**src/rtl/ycbcr_rgb_csc_if.sv**
```systemverilog
`default_nettype none
// ==========================================================================
// ycbcr_rgb_csc_if : pixel-in / pixel-out bundle with valid/ready handshakes
// Revision 1.0
// ==========================================================================
interface ycbcr_rgb_csc_if #(
  parameter int DATA_W = 8
);
  logic [DATA_W-1:0] i_y;
  logic [DATA_W-1:0] i_cb;
  logic [DATA_W-1:0] i_cr;
  logic              i_h_sync;
  logic              i_v_sync;
  logic              i_data_en;
  logic [1:0]        i_mode;
  logic              i_valid;
  logic              o_ready;
  logic [DATA_W-1:0] o_r;
  logic [DATA_W-1:0] o_g;
  logic [DATA_W-1:0] o_b;
  logic              o_h_sync;
  logic              o_v_sync;
  logic              o_data_en;
  logic              o_valid;
  logic              i_ready;

  modport slave (
    input  i_y, i_cb, i_cr, i_h_sync, i_v_sync, i_data_en, i_mode, i_valid, i_ready,
    output o_ready, o_r, o_g, o_b, o_h_sync, o_v_sync, o_data_en, o_valid
  );

  modport master (
    output i_y, i_cb, i_cr, i_h_sync, i_v_sync, i_data_en, i_mode, i_valid, i_ready,
    input  o_ready, o_r, o_g, o_b, o_h_sync, o_v_sync, o_data_en, o_valid
  );
endinterface
`default_nettype wire

```
**src/rtl/ycbcr_rgb_csc.sv**
```systemverilog
`default_nettype none
// ==========================================================================
// ycbcr_rgb_csc : 4-stage YCbCr -> RGB converter, globally stalled pipeline.
// Optional macro YCBCR_RGB_ROUND_EN selects round-half-up over truncation.
// Revision 1.0
// ==========================================================================
module ycbcr_rgb_csc #(
  parameter int DATA_W    = 8,
  parameter int COEF_FRAC = 8
) (
  input  logic           clk,
  input  logic           rst_n,
  ycbcr_rgb_csc_if.slave bus
);
  localparam int SW = DATA_W + 14;
  localparam logic [DATA_W-1:0]    c_Y_OFF = DATA_W'(16 << (DATA_W - 8));
  localparam logic [DATA_W-1:0]    c_C_OFF = DATA_W'(128 << (DATA_W - 8));
  localparam logic signed [SW-1:0] c_MAX   = SW'((1 << DATA_W) - 1);
`ifdef YCBCR_RGB_ROUND_EN
  localparam logic signed [SW-1:0] c_RND   = SW'(1 << (COEF_FRAC - 1));
`else
  localparam logic signed [SW-1:0] c_RND   = '0;
`endif

  function automatic logic [DATA_W-1:0] clamp_f(input logic signed [SW-1:0] s);
    logic signed [SW-1:0] sh;
    sh = s >>> COEF_FRAC;
    if (sh[SW-1])       clamp_f = '0;
    else if (sh > c_MAX) clamp_f = '1;
    else                clamp_f = sh[DATA_W-1:0];
  endfunction

  logic              advance_w, accept_w, vs_rise_w;
  logic [1:0]        mode_q, mode_eff_w;
  logic              vs_prev_q;
  logic [DATA_W-1:0] y_off_w;

  // stage 1: latch + offset
  logic                    v1_q;
  logic [1:0]              mode1_q;
  logic signed [DATA_W:0]  yo1_q, cbo1_q, cro1_q, yo_d, cbo_d, cro_d;
  logic [DATA_W-1:0]       y1_q, cb1_q, cr1_q;
  logic [2:0]              sb1_q;
  // stage 2: multiply
  logic                    v2_q, byp2_q;
  logic signed [11:0]      k_y_w, k_rv_w, k_gu_w, k_gv_w, k_bu_w;
  logic signed [SW-1:0]    py2_q, prv2_q, pgu2_q, pgv2_q, pbu2_q;
  logic signed [SW-1:0]    py_d, prv_d, pgu_d, pgv_d, pbu_d;
  logic [DATA_W-1:0]       y2_q, cb2_q, cr2_q;
  logic [2:0]              sb2_q;
  // stage 3: sum
  logic                    v3_q, byp3_q;
  logic signed [SW-1:0]    sr3_q, sg3_q, sb3s_q, sr_d, sg_d, sbs_d;
  logic [DATA_W-1:0]       y3_q, cb3_q, cr3_q;
  logic [2:0]              sb3_q;
  // stage 4: round/clamp, drives the outputs
  logic                    o_valid_q;
  logic [DATA_W-1:0]       o_r_q, o_g_q, o_b_q, o_r_d, o_g_d, o_b_d;
  logic [2:0]              sbo_q;

  assign advance_w  = !o_valid_q || bus.i_ready;
  assign accept_w   = bus.i_valid && advance_w;
  assign vs_rise_w  = accept_w && bus.i_v_sync && !vs_prev_q;
  // the v_sync-rising beat itself already uses the newly requested mode
  assign mode_eff_w = vs_rise_w ? bus.i_mode : mode_q;
  assign y_off_w    = (mode_eff_w == 2'd2) ? '0 : c_Y_OFF;

  assign yo_d  = $signed({1'b0, bus.i_y})  - $signed({1'b0, y_off_w});
  assign cbo_d = $signed({1'b0, bus.i_cb}) - $signed({1'b0, c_C_OFF});
  assign cro_d = $signed({1'b0, bus.i_cr}) - $signed({1'b0, c_C_OFF});

  always_comb begin
    k_y_w  = '0;
    k_rv_w = '0;
    k_gu_w = '0;
    k_gv_w = '0;
    k_bu_w = '0;
    case (mode1_q)
      2'd0: begin k_y_w = 12'sd298; k_rv_w = 12'sd409; k_gu_w = 12'sd100; k_gv_w = 12'sd208; k_bu_w = 12'sd516; end
      2'd1: begin k_y_w = 12'sd298; k_rv_w = 12'sd459; k_gu_w = 12'sd55;  k_gv_w = 12'sd136; k_bu_w = 12'sd541; end
      2'd2: begin k_y_w = 12'sd256; k_rv_w = 12'sd359; k_gu_w = 12'sd88;  k_gv_w = 12'sd183; k_bu_w = 12'sd454; end
      default: ;
    endcase
  end

  assign py_d  = SW'(yo1_q)  * SW'(k_y_w);
  assign prv_d = SW'(cro1_q) * SW'(k_rv_w);
  assign pgu_d = SW'(cbo1_q) * SW'(k_gu_w);
  assign pgv_d = SW'(cro1_q) * SW'(k_gv_w);
  assign pbu_d = SW'(cbo1_q) * SW'(k_bu_w);

  assign sr_d  = py2_q + prv2_q + c_RND;
  assign sg_d  = py2_q - pgu2_q - pgv2_q + c_RND;
  assign sbs_d = py2_q + pbu2_q + c_RND;

  assign o_r_d = byp3_q ? cr3_q : clamp_f(sr3_q);
  assign o_g_d = byp3_q ? y3_q  : clamp_f(sg3_q);
  assign o_b_d = byp3_q ? cb3_q : clamp_f(sb3s_q);

  always_ff @(posedge clk or negedge rst_n) begin
    if (!rst_n) begin
      mode_q    <= 2'd0;
      vs_prev_q <= 1'b0;
      v1_q <= 1'b0; mode1_q <= 2'd0; yo1_q <= '0; cbo1_q <= '0; cro1_q <= '0;
      y1_q <= '0; cb1_q <= '0; cr1_q <= '0; sb1_q <= '0;
      v2_q <= 1'b0; byp2_q <= 1'b0; py2_q <= '0; prv2_q <= '0; pgu2_q <= '0;
      pgv2_q <= '0; pbu2_q <= '0; y2_q <= '0; cb2_q <= '0; cr2_q <= '0; sb2_q <= '0;
      v3_q <= 1'b0; byp3_q <= 1'b0; sr3_q <= '0; sg3_q <= '0; sb3s_q <= '0;
      y3_q <= '0; cb3_q <= '0; cr3_q <= '0; sb3_q <= '0;
      o_valid_q <= 1'b0; o_r_q <= '0; o_g_q <= '0; o_b_q <= '0; sbo_q <= '0;
    end else begin
      if (accept_w) begin
        vs_prev_q <= bus.i_v_sync;
        if (vs_rise_w) mode_q <= bus.i_mode;
      end
      if (advance_w) begin
        v1_q <= bus.i_valid; mode1_q <= mode_eff_w;
        yo1_q <= yo_d; cbo1_q <= cbo_d; cro1_q <= cro_d;
        y1_q <= bus.i_y; cb1_q <= bus.i_cb; cr1_q <= bus.i_cr;
        sb1_q <= {bus.i_h_sync, bus.i_v_sync, bus.i_data_en};

        v2_q <= v1_q; byp2_q <= (mode1_q == 2'd3);
        py2_q <= py_d; prv2_q <= prv_d; pgu2_q <= pgu_d; pgv2_q <= pgv_d; pbu2_q <= pbu_d;
        y2_q <= y1_q; cb2_q <= cb1_q; cr2_q <= cr1_q; sb2_q <= sb1_q;

        v3_q <= v2_q; byp3_q <= byp2_q;
        sr3_q <= sr_d; sg3_q <= sg_d; sb3s_q <= sbs_d;
        y3_q <= y2_q; cb3_q <= cb2_q; cr3_q <= cr2_q; sb3_q <= sb2_q;

        o_valid_q <= v3_q;
        o_r_q <= o_r_d; o_g_q <= o_g_d; o_b_q <= o_b_d; sbo_q <= sb3_q;
      end
    end
  end

  assign bus.o_ready   = advance_w;
  assign bus.o_valid   = o_valid_q;
  assign bus.o_r       = o_r_q;
  assign bus.o_g       = o_g_q;
  assign bus.o_b       = o_b_q;
  assign bus.o_h_sync  = sbo_q[2];
  assign bus.o_v_sync  = sbo_q[1];
  assign bus.o_data_en = sbo_q[0];
endmodule
`default_nettype wire

```
**src/flat_wrapper.sv**
```systemverilog
// flat-port wrapper written by rule: the top's interface ports become plain ports
module ycbcr_rgb_csc_flat 
#(
  parameter int DATA_W    = 8,
  parameter int COEF_FRAC = 8
)
  (clk, rst_n, bus_i_y, bus_i_cb, bus_i_cr, bus_i_h_sync, bus_i_v_sync, bus_i_data_en, bus_i_mode, bus_i_valid, bus_i_ready, bus_o_ready, bus_o_r, bus_o_g, bus_o_b, bus_o_h_sync, bus_o_v_sync, bus_o_data_en, bus_o_valid);
  ycbcr_rgb_csc_if #(.DATA_W(DATA_W)) bus_i ();
  input  logic clk;
  input  logic rst_n;
  input wire logic [$bits(bus_i.i_y)-1:0] bus_i_y;
  input wire logic [$bits(bus_i.i_cb)-1:0] bus_i_cb;
  input wire logic [$bits(bus_i.i_cr)-1:0] bus_i_cr;
  input wire logic [$bits(bus_i.i_h_sync)-1:0] bus_i_h_sync;
  input wire logic [$bits(bus_i.i_v_sync)-1:0] bus_i_v_sync;
  input wire logic [$bits(bus_i.i_data_en)-1:0] bus_i_data_en;
  input wire logic [$bits(bus_i.i_mode)-1:0] bus_i_mode;
  input wire logic [$bits(bus_i.i_valid)-1:0] bus_i_valid;
  input wire logic [$bits(bus_i.i_ready)-1:0] bus_i_ready;
  output wire logic [$bits(bus_i.o_ready)-1:0] bus_o_ready;
  output wire logic [$bits(bus_i.o_r)-1:0] bus_o_r;
  output wire logic [$bits(bus_i.o_g)-1:0] bus_o_g;
  output wire logic [$bits(bus_i.o_b)-1:0] bus_o_b;
  output wire logic [$bits(bus_i.o_h_sync)-1:0] bus_o_h_sync;
  output wire logic [$bits(bus_i.o_v_sync)-1:0] bus_o_v_sync;
  output wire logic [$bits(bus_i.o_data_en)-1:0] bus_o_data_en;
  output wire logic [$bits(bus_i.o_valid)-1:0] bus_o_valid;
  assign bus_i.i_y = bus_i_y;
  assign bus_i.i_cb = bus_i_cb;
  assign bus_i.i_cr = bus_i_cr;
  assign bus_i.i_h_sync = bus_i_h_sync;
  assign bus_i.i_v_sync = bus_i_v_sync;
  assign bus_i.i_data_en = bus_i_data_en;
  assign bus_i.i_mode = bus_i_mode;
  assign bus_i.i_valid = bus_i_valid;
  assign bus_i.i_ready = bus_i_ready;
  assign bus_o_ready = bus_i.o_ready;
  assign bus_o_r = bus_i.o_r;
  assign bus_o_g = bus_i.o_g;
  assign bus_o_b = bus_i.o_b;
  assign bus_o_h_sync = bus_i.o_h_sync;
  assign bus_o_v_sync = bus_i.o_v_sync;
  assign bus_o_data_en = bus_i.o_data_en;
  assign bus_o_valid = bus_i.o_valid;
  ycbcr_rgb_csc #(.DATA_W(DATA_W), .COEF_FRAC(COEF_FRAC)) u_core (.clk(clk), .rst_n(rst_n), .bus(bus_i));
endmodule
```
**config.mk**
```make
export PLATFORM = sky130hd
export DESIGN_NAME = ycbcr_rgb_csc_flat
export DESIGN_NICKNAME = d
export VERILOG_FILES = /design/src/rtl/ycbcr_rgb_csc_if.sv /design/src/rtl/ycbcr_rgb_csc.sv /design/src/flat_wrapper.sv
export SDC_FILE = /design/constraint.sdc
export NUM_CORES = 1
export LEC_CHECK = 0
export CAP_MARGIN = 20
export CORE_MARGIN = 2
export CORE_UTILIZATION = 45
export DETAILED_ROUTE_END_ITERATION = 10
export PLACE_DENSITY_LB_ADDON = 0.3
export REMOVE_ABC_BUFFERS = 1
export SKIP_CTS_REPAIR_TIMING = 1
export SLEW_MARGIN = 20
export SYNTH_ARGS = -nofsm -noshare
export SYNTH_HDL_FRONTEND = slang
export SYNTH_SLANG_ARGS = --single-unit
```
**constraint.sdc**
```tcl
create_clock -name clk -period 17.4 [get_ports clk]
set_clock_uncertainty 0.05 [all_clocks]
set_input_delay 3.48 -clock clk [delete_from_list [all_inputs] [get_ports clk]]
set_output_delay 3.48 -clock clk [all_outputs]
set_load 0.05 [all_outputs]
```
==> load_flow_metrics.sql, run 1 <==
INSERT INTO impl_metrics (metric_group, metric, value, unit) VALUES
('clock_network', 'worst_skew_pair.late_latency', '590', 'ps'),
('global_route', 'wire_length_of_the_first_global_routing_pass', '89220', 'um'),
('placement', 'place_area', '24560', 'um2'),
('critical_path', 'crit_path_end_kind', 'output port', ''),
('die', 'die_height', '231.8', 'um'),
('timing', 'timing.setup.tns', '0', 'ps'),
('global_route', 'grt_use_total', '0.2050', ''),
('drt', 'drt-initial-drc-count', '1029', ''),
('clock_network', 'clock_tree_from_tritoncts', 'yes', ''),
('die', 'floorplan.die.width', '231.8', 'um'),
('synth', 'synth.ff_latch_count', '258', ''),
('global_route', 'first_global_vias', '17420', ''),
('die', 'io_pins', '62', ''),
('placement', 'place_hpwl', '40360', 'um'),
('critical_path', 'ff2ff_setup_slack', '10030', 'ps'),
('synth', 'async_reset_ff_frac', '1.000', ''),
('critical_path', 'cpMaxStageDelayCell', 'sky130_fd_sc_hd__clkdlybuf4s50_1', ''),
('drt', 'detail_route.vias_per_cell', '5.225', ''),
('timing', 'final-max-slew-violation-count', '0', ''),
('critical_path', 'critPathMaxFanout', '175', ''),
('finish', 'synthToLayoutAreaGrowth', '9.758', '%'),
('critical_path', 'regToRegStartpoint', 'u_core.mode1_q[0]$_DFFE_PN0N_', ''),
('synth', 'synth-edff-count', '0', ''),
('clock_network', 'cts.root.buffer_cell', 'sky130_fd_sc_hd__clkbuf_16', ''),
('critical_path', 'critPathLaunchType', 'input port', ''),
('timing', 'setup_viol_count_final', '0', ''),
('critical_path', 'cpMostUsedCell', 'sky130_fd_sc_hd__clkdlybuf4s50_1', ''),
('timing', 'post-route-period-util', '0.5322', ''),
('drt', 'wirelength', '52930', 'um'),
('timing', 'rsz0062_at_grt', 'no', ''),
('critical_path', 'critPathArrivalTime', '5730', 'ps'),
('global_route', 'globalRouteOverflowTotal', '0', ''),
('die', 'initial_core_util', '0.4551', ''),
('synth', 'synth_sequential_area_ratio', '0.2765', ''),
('finish', 'final_layout_size_suffix_gt1_frac', '0.02901', ''),
('finish', 'antennaDiodeCount', '0', ''),
('timing', 'max_clock_freq', '108.0', 'MHz'),
('critical_path', 'critical_path.max_stage_delay', '770', 'ps'),
('die', 'floorplan.die_area', '53730', 'um2'),
('synth', 'synth.cell_area', '23350', 'um2'),
('critical_path', 'crit_type', 'in2out', ''),
('clock_network', 'htree_levels', '1', ''),
('clock_network', 'tritoncts_num_sinks', '258', ''),
('drt', 'avgRoutedWirePerCell', '16.04', 'um'),
('placement', 'port_buffers', '61', ''),
('worst_hold_path', 'worst_hold_path.endpoint', 'u_core.bus.o_valid$_DFFE_PN0N_', ''),
('synth', 'synth_ff_type', 'sky130_fd_sc_hd__dfrtp_1', ''),
('die', 'core_area', '51300', 'um2'),
('synth', 'ys_types', '72', ''),
('drt', 'dr_vias', '17240', ''),
('clock_network', 'tritoncts.num_buffers', '30', ''),
('timing', 'layout_min_cycle_time', '9261', 'ps'),
('finish', 'stdcell_area', '25630', 'um2'),
('die', 'std_cell_rows', '83', ''),
('timing', 'maxSlewHeadroom', '0.3497', ''),
('synth', 'syn-mean-instance-area', '9.022', 'um2'),
('synth', 'synth_warnings', '0', ''),
('drt', 'firstDrtPassIters', '6', ''),
('status', 'status', 'completed', ''),
('clock_network', 'clk_pin_slew_worst_paths', '60', 'ps'),
('timing', 'hold_violations', '0', ''),
('worst_hold_path', 'hp-class', 'reg2reg', ''),
('critical_path', 'r2r_end', 'u_core.pbu2_q[18]$_DFFE_PN0N_', ''),
('critical_path', 'worst_ep_required_time', '13870', 'ps'),
('drt', 'drt_drc_violations_left', '0', ''),
('synth', 'syn_inst', '2588', ''),
('finish', 'fin_nets', '3152', ''),
('placement', 'place.gp.congestion', '0.8907', ''),
('critical_path', 'r2r.worst_path.cells', '18', ''),
('worst_hold_path', 'hold_depth', '1', ''),
('critical_path', 'worstPathCellList', 'clkdlybuf4s50_1 > nor2b_4 > buf_12 > inv_8 > clkdlybuf4s50_1', ''),
('global_route', 'antenna_found_initial', '0', ''),
('job', 'drv.max_cap_violation_count', '0', ''),
('clock_network', 'cts.path.max_buffers', '3', ''),
('timing', 'transition_time_of_the_tightest_slew_check_pin', '975.5', 'ps'),
('global_route', 'grt_max_degree', '197', ''),
('worst_hold_path', 'hold_path_startpoint', 'u_core.v3_q$_DFFE_PN0N_', ''),
('critical_path', 'crit_family', 'buffers and inverters', ''),
('critical_path', 'critical_path_buf_inv_count', '4', ''),
('drt', 'detail-route-antenna-nets', '0', '');
## per-stage QoR
stage / setup WS (ps) / hold WS [ps] / util / instances
final: 8139 / 414.2 / 0.4996 / 3300
after global routing: 8043 / 439.7 / 0.4996 / 3300
after floorplan: -8669 / 380.0 / - / 2497
after global placement: 8182 / 394.4 / 0.4788 / 3246
after detailed placement: 8174 / 404.9 / 0.4788 / 3246
after CTS: 8160 / 418.4 / 0.4996 / 3300
## registers in the layout, summed over array words and instances (netlist names), 14 cells and up
signal	flops
u_core.pbu2_q	20
u_core.pgu2_q	16
u_core.pgv2_q	18
u_core.prv2_q	18
u_core.py2_q	18
u_core.sb3s_q	14
u_core.sg3_q	14
u_core.sr3_q	14
## routing by layer
metal | wire (um) | vias up | GRT usage
li1 | - | 8424 | -
met1 | 25350 | 8473 | 0.2929
met2 | 24010 | 275 | 0.3294
met3 | 2168 | 72 | 0.02370
met4 | 1403 | 0 | 0.05709
met5 | 0 | - | 0
## cells by family (layout without fill, tap and decap cells)
| kind of cell | Yosys count | count (layout) | synth area share |
|---|---|---|---|
| other cells | 2 | 3 | 0.0003216 |
| simple gates | 845 | 845 | 0.1579 |
| xor+xnor | 80 | 80 | 0.03001 |
| buf+inv | 450 | 481 | 0.07330 |
| compound gates | 425 | 425 | 0.1120 |
| mux | 7 | 7 | 0.003215 |
| fa+ha+maj | 521 | 521 | 0.3467 |
| flops | 258 | 258 | 0.2765 |
## how the worst max path moves through the flow
stage	from	endpoint	slack, ps	cells after the start
global route	bus_i_ready	bus_o_ready	8040	5
global placement	bus_i_ready	bus_o_ready	8180	5
floorplan	bus_i_ready	bus_o_ready	-8670	2
CTS	bus_i_ready	bus_o_ready	8160	5
detailed placement	bus_i_ready	bus_o_ready	8170	5
finish	bus_i_ready	bus_o_ready	8140	5
## cells in the mapped netlist (4+ instances only)
| master | n | area share |
|---|---|---|
| sky130_fd_sc_hd__nand2_1 | 469 | 0.075 |
| sky130_fd_sc_hd__inv_1 | 357 | 0.057 |
| sky130_fd_sc_hd__ha_1 | 311 | 0.17 |
| sky130_fd_sc_hd__dfrtp_1 | 258 | 0.28 |
| sky130_fd_sc_hd__fa_1 | 210 | 0.18 |
| sky130_fd_sc_hd__a21oi_1 | 160 | 0.034 |
| sky130_fd_sc_hd__nor2_1 | 150 | 0.024 |
| sky130_fd_sc_hd__o21ai_0 | 99 | 0.021 |
| sky130_fd_sc_hd__clkbuf_1 | 79 | 0.013 |
| sky130_fd_sc_hd__and2_1 | 49 | 0.013 |
| sky130_fd_sc_hd__nor3_1 | 48 | 0.010 |
| sky130_fd_sc_hd__xnor2_1 | 45 | 0.017 |
| sky130_fd_sc_hd__nor2b_1 | 40 | 0.011 |
| sky130_fd_sc_hd__xor2_1 | 35 | 0.013 |
| sky130_fd_sc_hd__a21o_1 | 32 | 0.010 |
| sky130_fd_sc_hd__nand2b_1 | 25 | 0.0067 |
| sky130_fd_sc_hd__o21a_1 | 22 | 0.0071 |
| sky130_fd_sc_hd__nand3_1 | 16 | 0.0034 |
| sky130_fd_sc_hd__a211oi_1 | 15 | 0.0048 |
| sky130_fd_sc_hd__a31oi_1 | 14 | 0.0038 |
| sky130_fd_sc_hd__o31ai_1 | 13 | 0.0042 |
| sky130_fd_sc_hd__buf_1 | 10 | 0.0016 |
| sky130_fd_sc_hd__o21bai_1 | 10 | 0.0032 |
| sky130_fd_sc_hd__and3_1 | 9 | 0.0024 |
| sky130_fd_sc_hd__or3_1 | 9 | 0.0024 |
| sky130_fd_sc_hd__nand4_1 | 8 | 0.0021 |
| sky130_fd_sc_hd__a221oi_1 | 7 | 0.0026 |
| sky130_fd_sc_hd__o211ai_1 | 6 | 0.0019 |
| sky130_fd_sc_hd__o31a_1 | 6 | 0.0023 |
| sky130_fd_sc_hd__mux2_2 | 4 | 0.0019 |
| sky130_fd_sc_hd__nor3b_1 | 4 | 0.0013 |
## cell type report
cell class / count / area (um2)
Fill cell: 4855 / 25670
Multi-Input combinational cell: 1881 / 15190
Sequential cell: 258 / 6456
Inverter: 358 / 1351
Clock buffer: 43 / 870.8
Tap cell: 680 / 850.8
Timing Repair Buffer: 69 / 713.2
Clock inverter: 11 / 192.7
## placed cells by master (no fill, tap or decap), types with 5 or more instances in the layout
cell type and n:
sky130_fd_sc_hd__fa_1 210, sky130_fd_sc_hd__nor3_1 48, sky130_fd_sc_hd__nor2b_1 39, sky130_fd_sc_hd__a31oi_1 14, sky130_fd_sc_hd__o21bai_1 10, sky130_fd_sc_hd__nand2b_1 25
sky130_fd_sc_hd__clkbuf_16 31, sky130_fd_sc_hd__a21oi_1 160, sky130_fd_sc_hd__buf_4 5, sky130_fd_sc_hd__xnor2_1 45, sky130_fd_sc_hd__a21o_1 32, sky130_fd_sc_hd__and2_1 49
sky130_fd_sc_hd__o31ai_1 13, sky130_fd_sc_hd__xor2_1 35, sky130_fd_sc_hd__a211oi_1 15, sky130_fd_sc_hd__inv_1 356, sky130_fd_sc_hd__o21a_1 22, sky130_fd_sc_hd__o31a_1 6
sky130_fd_sc_hd__nor2_1 150, sky130_fd_sc_hd__clkbuf_1 7, sky130_fd_sc_hd__o21ai_0 99, sky130_fd_sc_hd__clkbuf_8 5, sky130_fd_sc_hd__o211ai_1 6, sky130_fd_sc_hd__clkdlybuf4s50_1 60
sky130_fd_sc_hd__a221oi_1 7, sky130_fd_sc_hd__and3_1 9, sky130_fd_sc_hd__dfrtp_1 258, sky130_fd_sc_hd__bufinv_16 5, sky130_fd_sc_hd__nand4_1 8, sky130_fd_sc_hd__or3_1 9
sky130_fd_sc_hd__nand2_1 469, sky130_fd_sc_hd__ha_1 311, sky130_fd_sc_hd__nand3_1 16
Power of run 1 is not shown: default switching activity piles up to over one toggle a cycle in this logic, so the estimate is an artifact.
==> inputs of run 2 (changes only) <==
Clock period 17.4 ns to 7.9 ns, I/O delays scaled along.
==> run 2 against run 1 <==
Against the previous run:
- non-clock buffer count up 4
- sequential share of layout area about the same
- design area about the same
- register-to-register slack worse by 8500 ps
- worst hold slack worse by 7.9 ps
- die area unchanged
- critical path depth up 13
- first-iteration DRC count up 24%
- core utilization about the same
- critical path type is now reg2reg
==> load_flow_metrics.sql, run 2 (synthesis results as in run 1) <==
INSERT INTO impl_metrics (metric_group, metric, value, unit) VALUES
('placement', 'place.gp.congestion', '0.8881', ''),
('critical_path', 'crit_type', 'reg2reg', ''),
('global_route', 'wire_length_of_the_first_global_routing_pass', '90820', 'um'),
('timing', 'setup_viol_count_final', '0', ''),
('timing', 'hold_violations', '0', ''),
('finish', 'largest_register_ff_count', '20', ''),
('die', 'core_area', '51300', 'um2'),
('drt', 'detail_route.vias_per_cell', '5.210', ''),
('global_route', 'grt_max_degree', '131', ''),
('drt', 'detail-route-antenna-nets', '0', ''),
('drt', 'detail_route.wirelength.met1', '25860', 'um'),
('timing', 'worst_hold_slack', '406.2', 'ps'),
('drt', 'drt_drc_violations_left', '0', ''),
('finish', 'layout_commonest_cell', 'sky130_fd_sc_hd__nand2_1', ''),
('finish', 'final.fill_count', '4792', ''),
('global_route', 'globalRouteOverflowTotal', '0', ''),
('clock_network', 'worst_skew_pair.late_latency', '580', 'ps'),
('timing', 'layout_min_cycle_time', '6320', 'ps'),
('worst_hold_path', 'hold_depth', '2', ''),
('timing', 'max_clock_freq', '158.2', 'MHz'),
('worst_hold_path', 'hp-class', 'reg2reg', ''),
('clock_network', 'cts.path.max_buffers', '3', ''),
('critical_path', 'critPathLaunchType', 'flop', ''),
('die', 'std_cell_rows', '83', ''),
('finish', 'fin_nets', '3156', ''),
('finish', 'post_layout_nonfiller_instances', '3307', ''),
('timing', 'rsz0062_at_grt', 'no', ''),
('clock_network', 'cts.root.buffer_cell', 'sky130_fd_sc_hd__clkbuf_16', ''),
('placement', 'place_area', '24570', 'um2'),
('clock_network', 'clk_pin_slew_worst_paths', '60', 'ps'),
('timing', 'post-route-period-util', '0.8000', ''),
('drt', 'drt-initial-drc-count', '1278', ''),
('clock_network', 'tritoncts_num_sinks', '258', ''),
('drt', 'topRoutingLayerUsed', 'met4', ''),
('critical_path', 'critPathArrivalTime', '6700', 'ps'),
('drt', 'wl_met2', '24160', 'um'),
('critical_path', 'crit_path_end_kind', 'flop', ''),
('finish', 'regMostFlops', 'u_core.pbu2_q', ''),
('drt', 'met3RoutedLength', '3065', 'um'),
('critical_path', 'worst_ep_required_time', '8280', 'ps'),
('drt', 'wirelength', '54550', 'um'),
('finish', 'synthToLayoutAreaGrowth', '9.672', '%'),
('die', 'io_pins', '62', ''),
('finish', 'stdcell_area', '25610', 'um2'),
('global_route', 'first_global_vias', '17400', ''),
('global_route', 'grt_use_total', '0.2104', ''),
('status', 'status', 'completed', ''),
('critical_path', 'r2r.worst_path.cells', '18', ''),
('timing', 'timing.setup.tns', '0', 'ps'),
('job', 'drv.max_cap_violation_count', '0', ''),
('placement', 'port_buffers', '61', ''),
('drt', 'firstDrtPassIters', '5', ''),
('placement', 'placed_cells_incl_taps', '3250', ''),
('clock_network', 'tritoncts.num_buffers', '30', ''),
('critical_path', 'critPathMaxFanout', '22', ''),
('clock_network', 'clock_tree_from_tritoncts', 'yes', ''),
('drt', 'avgRoutedWirePerCell', '16.49', 'um'),
('timing', 'final-max-slew-violation-count', '0', ''),
('finish', 'final_cell_mix', 'sky130_fd_sc_hd__nand2_1, sky130_fd_sc_hd__inv_1, sky130_fd_sc_hd__ha_1', ''),
('drt', 'dr_vias', '17230', ''),
('placement', 'place_hpwl', '42590', 'um'),
('clock_network', 'htree_levels', '1', ''),
('die', 'initial_core_util', '0.4551', ''),
('die', 'floorplan.die_area', '53730', 'um2'),
('global_route', 'antenna_found_initial', '2', ''),
('finish', 'final_layout_size_suffix_gt1_frac', '0.03199', ''),
('die', 'floorplan.die.width', '231.8', 'um'),
('timing', 'maxSlewHeadroom', '0.4132', ''),
('timing', 'transition_time_of_the_tightest_slew_check_pin', '855.7', 'ps'),
('die', 'die_height', '231.8', 'um');
[run 2: cell count changes in the layout (fill, tap and decap cells not counted)]
| cell | change |
|---|---|
| sky130_fd_sc_hd__buf_12 | -2 |
| sky130_fd_sc_hd__clkinv_2 | +7 |
| sky130_fd_sc_hd__diode_2 | +1 |
| sky130_fd_sc_hd__clkbuf_1 | -2 |
| sky130_fd_sc_hd__inv_6 | -2 |
| sky130_fd_sc_hd__clkbuf_8 | -2 |
| sky130_fd_sc_hd__inv_8 | +1 |
| sky130_fd_sc_hd__clkinv_4 | +1 |
| sky130_fd_sc_hd__bufinv_16 | -1 |
| sky130_fd_sc_hd__buf_4 | +6 |
[run 2: cell type report]
type / count / area (um2) / area share
diodes: 1 / 2.502 / 0.00009772
clock buffers: 39 / 835.8 / 0.03264
clock inverters: 17 / 200.2 / 0.007817
inverters: 358 / 1351 / 0.05277
multi-input cells: 1881 / 15190 / 0.5933
flip-flops and latches: 258 / 6456 / 0.2521
well taps: 680 / 850.8 / 0.03322
repair buffers: 73 / 718.2 / 0.02805
[run 2: final timing paths]
kind | start | to | slack, ps
max reg2reg | u_core.mode1_q[0]$_DFFE_PN0N_ | u_core.pbu2_q[18]$_DFFE_PN0N_ | 1580
max | u_core.mode1_q[0]$_DFFE_PN0N_ | u_core.pbu2_q[18]$_DFFE_PN0N_ | 1580
max in group asynchronous | rst_n | u_core.cb2_q[1]$_DFFE_PN0N_ | 5660
min in group asynchronous | rst_n | u_core.cr1_q[6]$_DFFE_PN0N_ | 900
min reg2reg | u_core.v3_q$_DFFE_PN0N_ | u_core.v3_q$_DFFE_PN0N_ | 410
min | u_core.v3_q$_DFFE_PN0N_ | u_core.v3_q$_DFFE_PN0N_ | 410
[run 2: through the flow]
step | setup slack, ps | util
floorplan | -14370 | -
global placement | 1803 | 0.4789
detailed placement | 1670 | 0.4789
CTS | 1646 | 0.4991
global route | 1173 | 0.4991
finish | 1580 | 0.4992
[run 2: metal layers]
metal | vias to the layer above | track usage
met1 | 8352 | 0.2972
met5 | - | 0
li1 | 8449 | -
met3 | 83 | 0.03684
met2 | 347 | 0.3326
met4 | 0 | 0.05789
[run 2: worst max-delay path: stages (launching register included)]
cell	delay [ps]
sky130_fd_sc_hd__dfrtp_1	340
sky130_fd_sc_hd__clkinv_1	300
sky130_fd_sc_hd__ha_1	360
sky130_fd_sc_hd__nor2_1	470
sky130_fd_sc_hd__nor2_1	80
sky130_fd_sc_hd__buf_4	250
sky130_fd_sc_hd__and2_1	250
sky130_fd_sc_hd__fa_1	500
sky130_fd_sc_hd__fa_1	550
sky130_fd_sc_hd__fa_1	440
sky130_fd_sc_hd__fa_1	480
sky130_fd_sc_hd__ha_1	300
sky130_fd_sc_hd__ha_1	250
sky130_fd_sc_hd__or3_1	340
sky130_fd_sc_hd__o31ai_1	540
sky130_fd_sc_hd__o211ai_1	200
sky130_fd_sc_hd__a31oi_1	220
sky130_fd_sc_hd__xor2_1	160
sky130_fd_sc_hd__o21ai_0	90
Power of run 2 is left out for the same reason.
